**src/rtl/postprocessing_pkg.sv**
```systemverilog
// Shared defaults and the per-sample fixed-point to RGB conversion used by
// the CeNN output post-processing block.
package postprocessing_pkg;

    localparam int DEF_WIDTH_FIXED  = 15;
    localparam int DEF_WIDTH_RGB    = 8;
    localparam int DEF_N_CH         = 2;
    localparam int DEF_LED_W        = 5;
    localparam int DEF_FRAME_PIXELS = 4096;
    localparam int DEF_INVERT       = 1;

    // Operands are sign-extended to 32 bits; the result sits in the low w_rgb bits.
    function automatic logic [31:0] fixed_to_rgb(
        input logic signed [31:0] sample,
        input logic signed [31:0] thr,
        input logic               gray,
        input logic               invert,
        input int                 w_fixed,
        input int                 w_rgb
    );
        logic [31:0] mask;
        logic [31:0] biased;
        logic [31:0] res;
        mask = (32'd1 << w_rgb) - 32'd1;
        if (gray) begin
            biased = sample + (32'sd1 <<< (w_fixed - 1));
            res    = (biased >> (w_fixed - w_rgb)) & mask;
        end else begin
            res = (sample >= thr) ? mask : 32'd0;
        end
        if (invert) begin
            res = res ^ mask;
        end
        return res;
    endfunction

endpackage

```
**src/rtl/threshold_ctrl.sv**
```systemverilog
// Button edge detection and saturating threshold index; the index register
// doubles as the LED display value.
module threshold_ctrl
    import postprocessing_pkg::*;
#(
    parameter int LED_W = DEF_LED_W
) (
    input  logic             i_clk,
    input  logic             i_rst,
    input  logic             i_press_up,
    input  logic             i_press_down,
    output logic [LED_W-1:0] o_thr_idx
);

    localparam logic [LED_W-1:0] IDX_MAX = '1;
    localparam logic [LED_W-1:0] IDX_MID = {1'b1, {(LED_W-1){1'b0}}};

    logic             r_up_d;
    logic             r_down_d;
    logic [LED_W-1:0] r_thr_idx;
    logic             w_up_edge;
    logic             w_down_edge;

    assign w_up_edge   = i_press_up & ~r_up_d;
    assign w_down_edge = i_press_down & ~r_down_d;

    always_ff @(posedge i_clk) begin
        if (i_rst) begin
            r_up_d    <= 1'b0;
            r_down_d  <= 1'b0;
            r_thr_idx <= IDX_MID;
        end else begin
            r_up_d   <= i_press_up;
            r_down_d <= i_press_down;
            // Coincident edges cancel out.
            if (w_up_edge && !w_down_edge && r_thr_idx != IDX_MAX) begin
                r_thr_idx <= r_thr_idx + 1'b1;
            end else if (w_down_edge && !w_up_edge && r_thr_idx != '0) begin
                r_thr_idx <= r_thr_idx - 1'b1;
            end
        end
    end

    assign o_thr_idx = r_thr_idx;

endmodule

```
**src/rtl/postprocessing_multi.sv**
```systemverilog
// Two-stage multi-channel post-processing: CeNN fixed-point samples to
// binary or grayscale RGB, with frame-end marking and button threshold.
module postprocessing_multi
    import postprocessing_pkg::*;
#(
    parameter int WIDTH_FIXED  = DEF_WIDTH_FIXED,
    parameter int WIDTH_RGB    = DEF_WIDTH_RGB,
    parameter int N_CH         = DEF_N_CH,
    parameter int LED_W        = DEF_LED_W,
    parameter int FRAME_PIXELS = DEF_FRAME_PIXELS,
    parameter int INVERT       = DEF_INVERT
) (
    input  logic                        clk,
    input  logic                        rst,
    input  logic                        press_up,
    input  logic                        press_down,
    input  logic                        mode_gray,
    input  logic                        in_valid,
    output logic                        in_ready,
    input  logic [N_CH*WIDTH_FIXED-1:0] in_pixel,
    output logic                        out_valid,
    input  logic                        out_ready,
    output logic [N_CH*WIDTH_RGB-1:0]   out_pixel,
    output logic                        out_last,
    output logic [LED_W-1:0]            led
);

    localparam int CNT_W = (FRAME_PIXELS > 1) ? $clog2(FRAME_PIXELS) : 1;
    localparam logic [CNT_W-1:0] LAST_IDX = CNT_W'(FRAME_PIXELS - 1);

    logic [LED_W-1:0]          w_thr_idx;
    logic signed [31:0]        w_thr;
    logic [N_CH*WIDTH_RGB-1:0] w_conv;
    logic                      w_advance;
    logic                      w_accept;
    logic                      w_last;

    logic                      r_s1_valid;
    logic [N_CH*WIDTH_RGB-1:0] r_s1_pixel;
    logic                      r_s1_last;
    logic                      r_out_valid;
    logic [N_CH*WIDTH_RGB-1:0] r_out_pixel;
    logic                      r_out_last;
    logic [CNT_W-1:0]          r_frame_cnt;

    threshold_ctrl #(.LED_W(LED_W)) u_threshold_ctrl (
        .i_clk        (clk),
        .i_rst        (rst),
        .i_press_up   (press_up),
        .i_press_down (press_down),
        .o_thr_idx    (w_thr_idx)
    );

    // Threshold centred on zero: index midpoint maps to T = 0.
    assign w_thr = (signed'(32'(w_thr_idx)) - (32'sd1 <<< (LED_W - 1))) <<< (WIDTH_FIXED - LED_W);

    for (genvar k = 0; k < N_CH; k++) begin : g_ch
        logic signed [WIDTH_FIXED-1:0] w_sample;
        assign w_sample = in_pixel[k*WIDTH_FIXED +: WIDTH_FIXED];
        assign w_conv[k*WIDTH_RGB +: WIDTH_RGB] = WIDTH_RGB'(fixed_to_rgb(
            32'(w_sample), w_thr, mode_gray, INVERT != 0, WIDTH_FIXED, WIDTH_RGB));
    end

    // Whole pipeline moves in lockstep; a stalled output freezes both stages.
    assign w_advance = out_ready | ~r_out_valid;
    assign w_accept  = in_valid & w_advance;
    assign w_last    = (r_frame_cnt == LAST_IDX);

    always_ff @(posedge clk) begin
        if (rst) begin
            r_s1_valid  <= 1'b0;
            r_s1_pixel  <= '0;
            r_s1_last   <= 1'b0;
            r_out_valid <= 1'b0;
            r_out_pixel <= '0;
            r_out_last  <= 1'b0;
            r_frame_cnt <= '0;
        end else begin
            if (w_accept) begin
                r_frame_cnt <= w_last ? '0 : r_frame_cnt + 1'b1;
            end
            if (w_advance) begin
                r_s1_valid <= in_valid;
                if (in_valid) begin
                    r_s1_pixel <= w_conv;
                    r_s1_last  <= w_last;
                end
                r_out_valid <= r_s1_valid;
                r_out_pixel <= r_s1_pixel;
                r_out_last  <= r_s1_valid & r_s1_last;
            end
        end
    end

    assign in_ready  = w_advance;
    assign out_valid = r_out_valid;
    assign out_pixel = r_out_pixel;
    assign out_last  = r_out_last;
    assign led       = w_thr_idx;

endmodule

```
**config.mk**
```make
export PLATFORM = sky130hd
export DESIGN_NAME = postprocessing_multi
export DESIGN_NICKNAME = d
export VERILOG_FILES = /design/src/rtl/postprocessing_pkg.sv /design/src/rtl/threshold_ctrl.sv /design/src/rtl/postprocessing_multi.sv
export SDC_FILE = /design/constraint.sdc
export NUM_CORES = 1
export LEC_CHECK = 0
export BUFFER_PORTS_ARGS = -buffer_cell sky130_fd_sc_hd__buf_2
export CAP_MARGIN = 0
export CORE_MARGIN = 2
export CORE_UTILIZATION = 55
export CTS_BUF_LIST = sky130_fd_sc_hd__clkbuf_16
export DETAILED_ROUTE_END_ITERATION = 16
export GPL_ROUTABILITY_DRIVEN = 0
export PLACE_DENSITY = 0.88
export REMOVE_ABC_BUFFERS = 1
export SYNTH_ARGS = -nofsm -noshare
export SYNTH_HDL_FRONTEND = slang
export SYNTH_SLANG_ARGS = --single-unit
```
**constraint.sdc**
```tcl
create_clock -name clk -period 5.1 [get_ports clk]
set_input_delay 1.02 -clock clk [delete_from_list [all_inputs] [get_ports clk]]
set_output_delay 1.02 -clock clk [all_outputs]
set_load 0.005 [all_outputs]
```
==> results.json <==
{
  "status": "completed",
  "cpPeakStageDelay_ns": 0.36,
  "p_leak_nw": 1.329,
  "crit_top_cell": "buf_2",
  "synthToLayoutAreaGrowth_pct": 16.77,
  "grt_pass1_vias": 2390,
  "slowest_stage": "inv_2",
  "antenna_left": 0,
  "worstPathMaxFanout": 28,
  "slew_headroom": 0.2784,
  "drt-initial-drc-count": 244,
  "yosysSeqAreaShare": 0.3925,
  "synth_warnings": 0,
  "cp_num_buf_inv": 4,
  "ir_worst_vdd_v": 0.0002065,
  "max_freq_mhz": 343.3,
  "die_y_um": 75.42,
  "whs_ns": 0.4470,
  "die_area_mm2": 0.005687,
  "min_period_ns": 2.913,
  "insertion_delay_ns": 0.30,
  "avgSynthCellArea_um2": 8.526,
  "port_buffers": 60,
  "syn-cell-area_mm2": 0.002805,
  "synth.distinct_cells": 46,
  "finalWirelength_mm": 6.558,
  "synth-seq-cells": 55,
  "overflow": 0,
  "cts_root_buffer": "clkbuf_16",
  "syn_inst": 329,
  "synth_ff_type": "dfxtp_1",
  "cts_max_level": 2,
  "postCtsHoldBufs": 0,
  "cp-end-kind": "output port",
  "synth_edf_count": 0,
  "ios": 61,
  "routed.top_layer": "met4",
  "clk_pin_slew_ns": 0.07,
  "wl_per_cell_um": 14.61,
  "utilization": 0.6800,
  "fillers": 406,
  "grt_max_degree": 36,
  "grt_pass1_wl_mm": 10.67,
  "rsz0062_at_grt": "no",
  "crit_chain": "buf_2 -> nor2b_1 -> buf_4 -> inv_2 -> buf_2",
  "antenna_found_initial": 0,
  "maxCapViolCount": 0,
  "dr_total_vias": 2659,
  "cts_tree": "yes",
  "met2_length_mm": 3.133,
  "cp_top_family": "buffers and inverters",
  "track_usage": 0.2428,
  "cp.arrival_ns": 1.89,
  "setup_viol": 0,
  "core.rowCount": 25,
  "post-dp-hpwl_mm": 4.607,
  "min_period_over_period": 0.5711,
  "drive_above_1_share": 0.2016,
  "dr_wl_met3_um": 456,
  "dieWidth_um": 75.42,
  "cp.required_ns": 4.08,
  "dr.pass1.iters": 4,
  "r2r_slack_ns": 2.65,
  "vias_per_cell": 5.922,
  "tns_ns": 0,
  "cts_inserted_buffers": 5,
  "nNetsFinal": 433,
  "hold_viol_final": 0,
  "core_area_mm2": 0.004817,
  "remaining_drc_errors": 0,
  "antenna_cells": 0,
  "powerDensity_mw_per_mm2": 328.4,
  "path_class": "in2out",
  "hold_class": "reg2reg",
  "start_kind": "input port",
  "post_cts_resized": 0,
  "drv_slew": 0,
  "cts.sink_count": 55,
  "async_reset_ff_frac": 0,
  "initial_core_util": 0.5823,
  "met1_length_mm": 2.873,
  "cts_setup_buffers": 0,
  "finClkSkew_ns": 0.007841,
  "cts_buffer_depth": 2,
  "worst_slew_pin_slew_ns": 1.082
}
stage by stage:
stage	setup WS [ns]	power (mW)	area [um2]	std cells
2_1_floorplan	1.985	0.6572	2736	313
3_3_place_gp	2.125	0.7284	3128	441
3_5_place_dp	2.041	0.7397	3128	441
4_1_cts	2.197	1.082	3276	449
5_1_grt	2.051	1.131	3276	449
6_report	2.187	1.076	3276	449
state kept, by name (all words and copies together), names as in the netlist:
register / flops
out_pixel: 16
r_s1_pixel: 16
r_frame_cnt: 12
u_threshold_ctrl.o_thr_idx: 5
out_last: 1
out_valid: 1
r_s1_last: 1
r_s1_valid: 1
u_threshold_ctrl.r_down_d: 1
u_threshold_ctrl.r_up_d: 1
power by group:
group / switching (mW) / total, mW / internal [mW]
clock: 0.157 / 0.341 / 0.184
sequential: 0.0306 / 0.495 / 0.464
combinational: 0.131 / 0.240 / 0.110
total: 0.318 / 1.08 / 0.758
cells in the mapped netlist (2+ instances only):
| master | instances | area (um2) |
|---|---|---|
| dfxtp_1 | 55 | 1101 |
| nand2_1 | 43 | 161.4 |
| nor2b_1 | 36 | 225.2 |
| a21oi_1 | 30 | 150.1 |
| a31oi_1 | 14 | 87.58 |
| ha_1 | 14 | 175.2 |
| o221ai_1 | 14 | 122.6 |
| nor2_1 | 12 | 45.04 |
| o21ai_0 | 12 | 60.06 |
| clkbuf_1 | 10 | 37.54 |
| inv_1 | 9 | 33.78 |
| nand3_1 | 8 | 40.04 |
| nand4_1 | 7 | 43.79 |
| or3_1 | 6 | 37.54 |
| a211oi_1 | 5 | 37.54 |
| and3_1 | 5 | 31.28 |
| xor2_1 | 5 | 43.79 |
| and2_1 | 4 | 25.02 |
| buf_2 | 4 | 20.02 |
| nor4b_1 | 4 | 35.03 |
| nor3_1 | 3 | 15.01 |
| mux2i_1 | 2 | 20.02 |
| nand2b_1 | 2 | 12.51 |
| nor4_1 | 2 | 12.51 |
| o211ai_1 | 2 | 15.01 |
cell type report:
class / instances / area [um2] / area share
Clock inverter: 3 / 22.52 / 0.006875
Tap cell: 67 / 83.83 / 0.02559
Timing Repair Buffer: 61 / 307.8 / 0.09396
Inverter: 10 / 37.54 / 0.01146
Sequential cell: 55 / 1101 / 0.3361
Multi-Input combinational cell: 248 / 1598 / 0.4878
Clock buffer: 5 / 125.1 / 0.03820
metal layers:
layer,global-route usage,up-vias
li1,-,1301
met1,0.3038,1250
met2,0.4019,99
met3,0.06085,9
met4,0.09552,0
met5,0,-
worst min-delay path: stages, from the launching register on:
cell     delay [ns]
dfxtp_1        0.31
nand2_1        0.05
a21oi_1        0.05
worst paths after layout:
check	end	cells after the start	startpoint
worst max-delay path	in_ready	5	out_ready
worst max register to register	r_s1_pixel[12]	6	out_valid
worst min register to register	out_pixel[13]	2	out_pixel[13]
worst min-delay path	out_pixel[13]	2	out_pixel[13]
cells by family (layout without fill, tap and decap cells):
logic type                 count (synthesis)  count (layout)  synth area share
and+or+nand+nor                          138             138            0.2658
DFF                                       55              55            0.3925
buffers and inverters                     26              79           0.03791
adders and majority gates                 15              15           0.06958
xor gates and xnor gates                   6               6           0.01873
AOI/OAI and AO/OA                         87              87            0.2083
muxes                                      2               2          0.007137
placed cells by master, fill, tap and decap left out, drive strengths merged, types with 6 or more instances in the layout:
cell / Yosys / layout
or3: 6 / 6
a31oi: 14 / 14
inv: 10 / 11
nand4: 7 / 7
a21oi: 30 / 30
nand3: 8 / 8
o221ai: 14 / 14
and3: 6 / 6
dfxtp: 55 / 55
nand2: 43 / 43
ha: 14 / 14
buf: 6 / 61
o21ai: 13 / 13
nor2: 12 / 12
nor2b: 36 / 36
(Power assumes the default switching activity.)
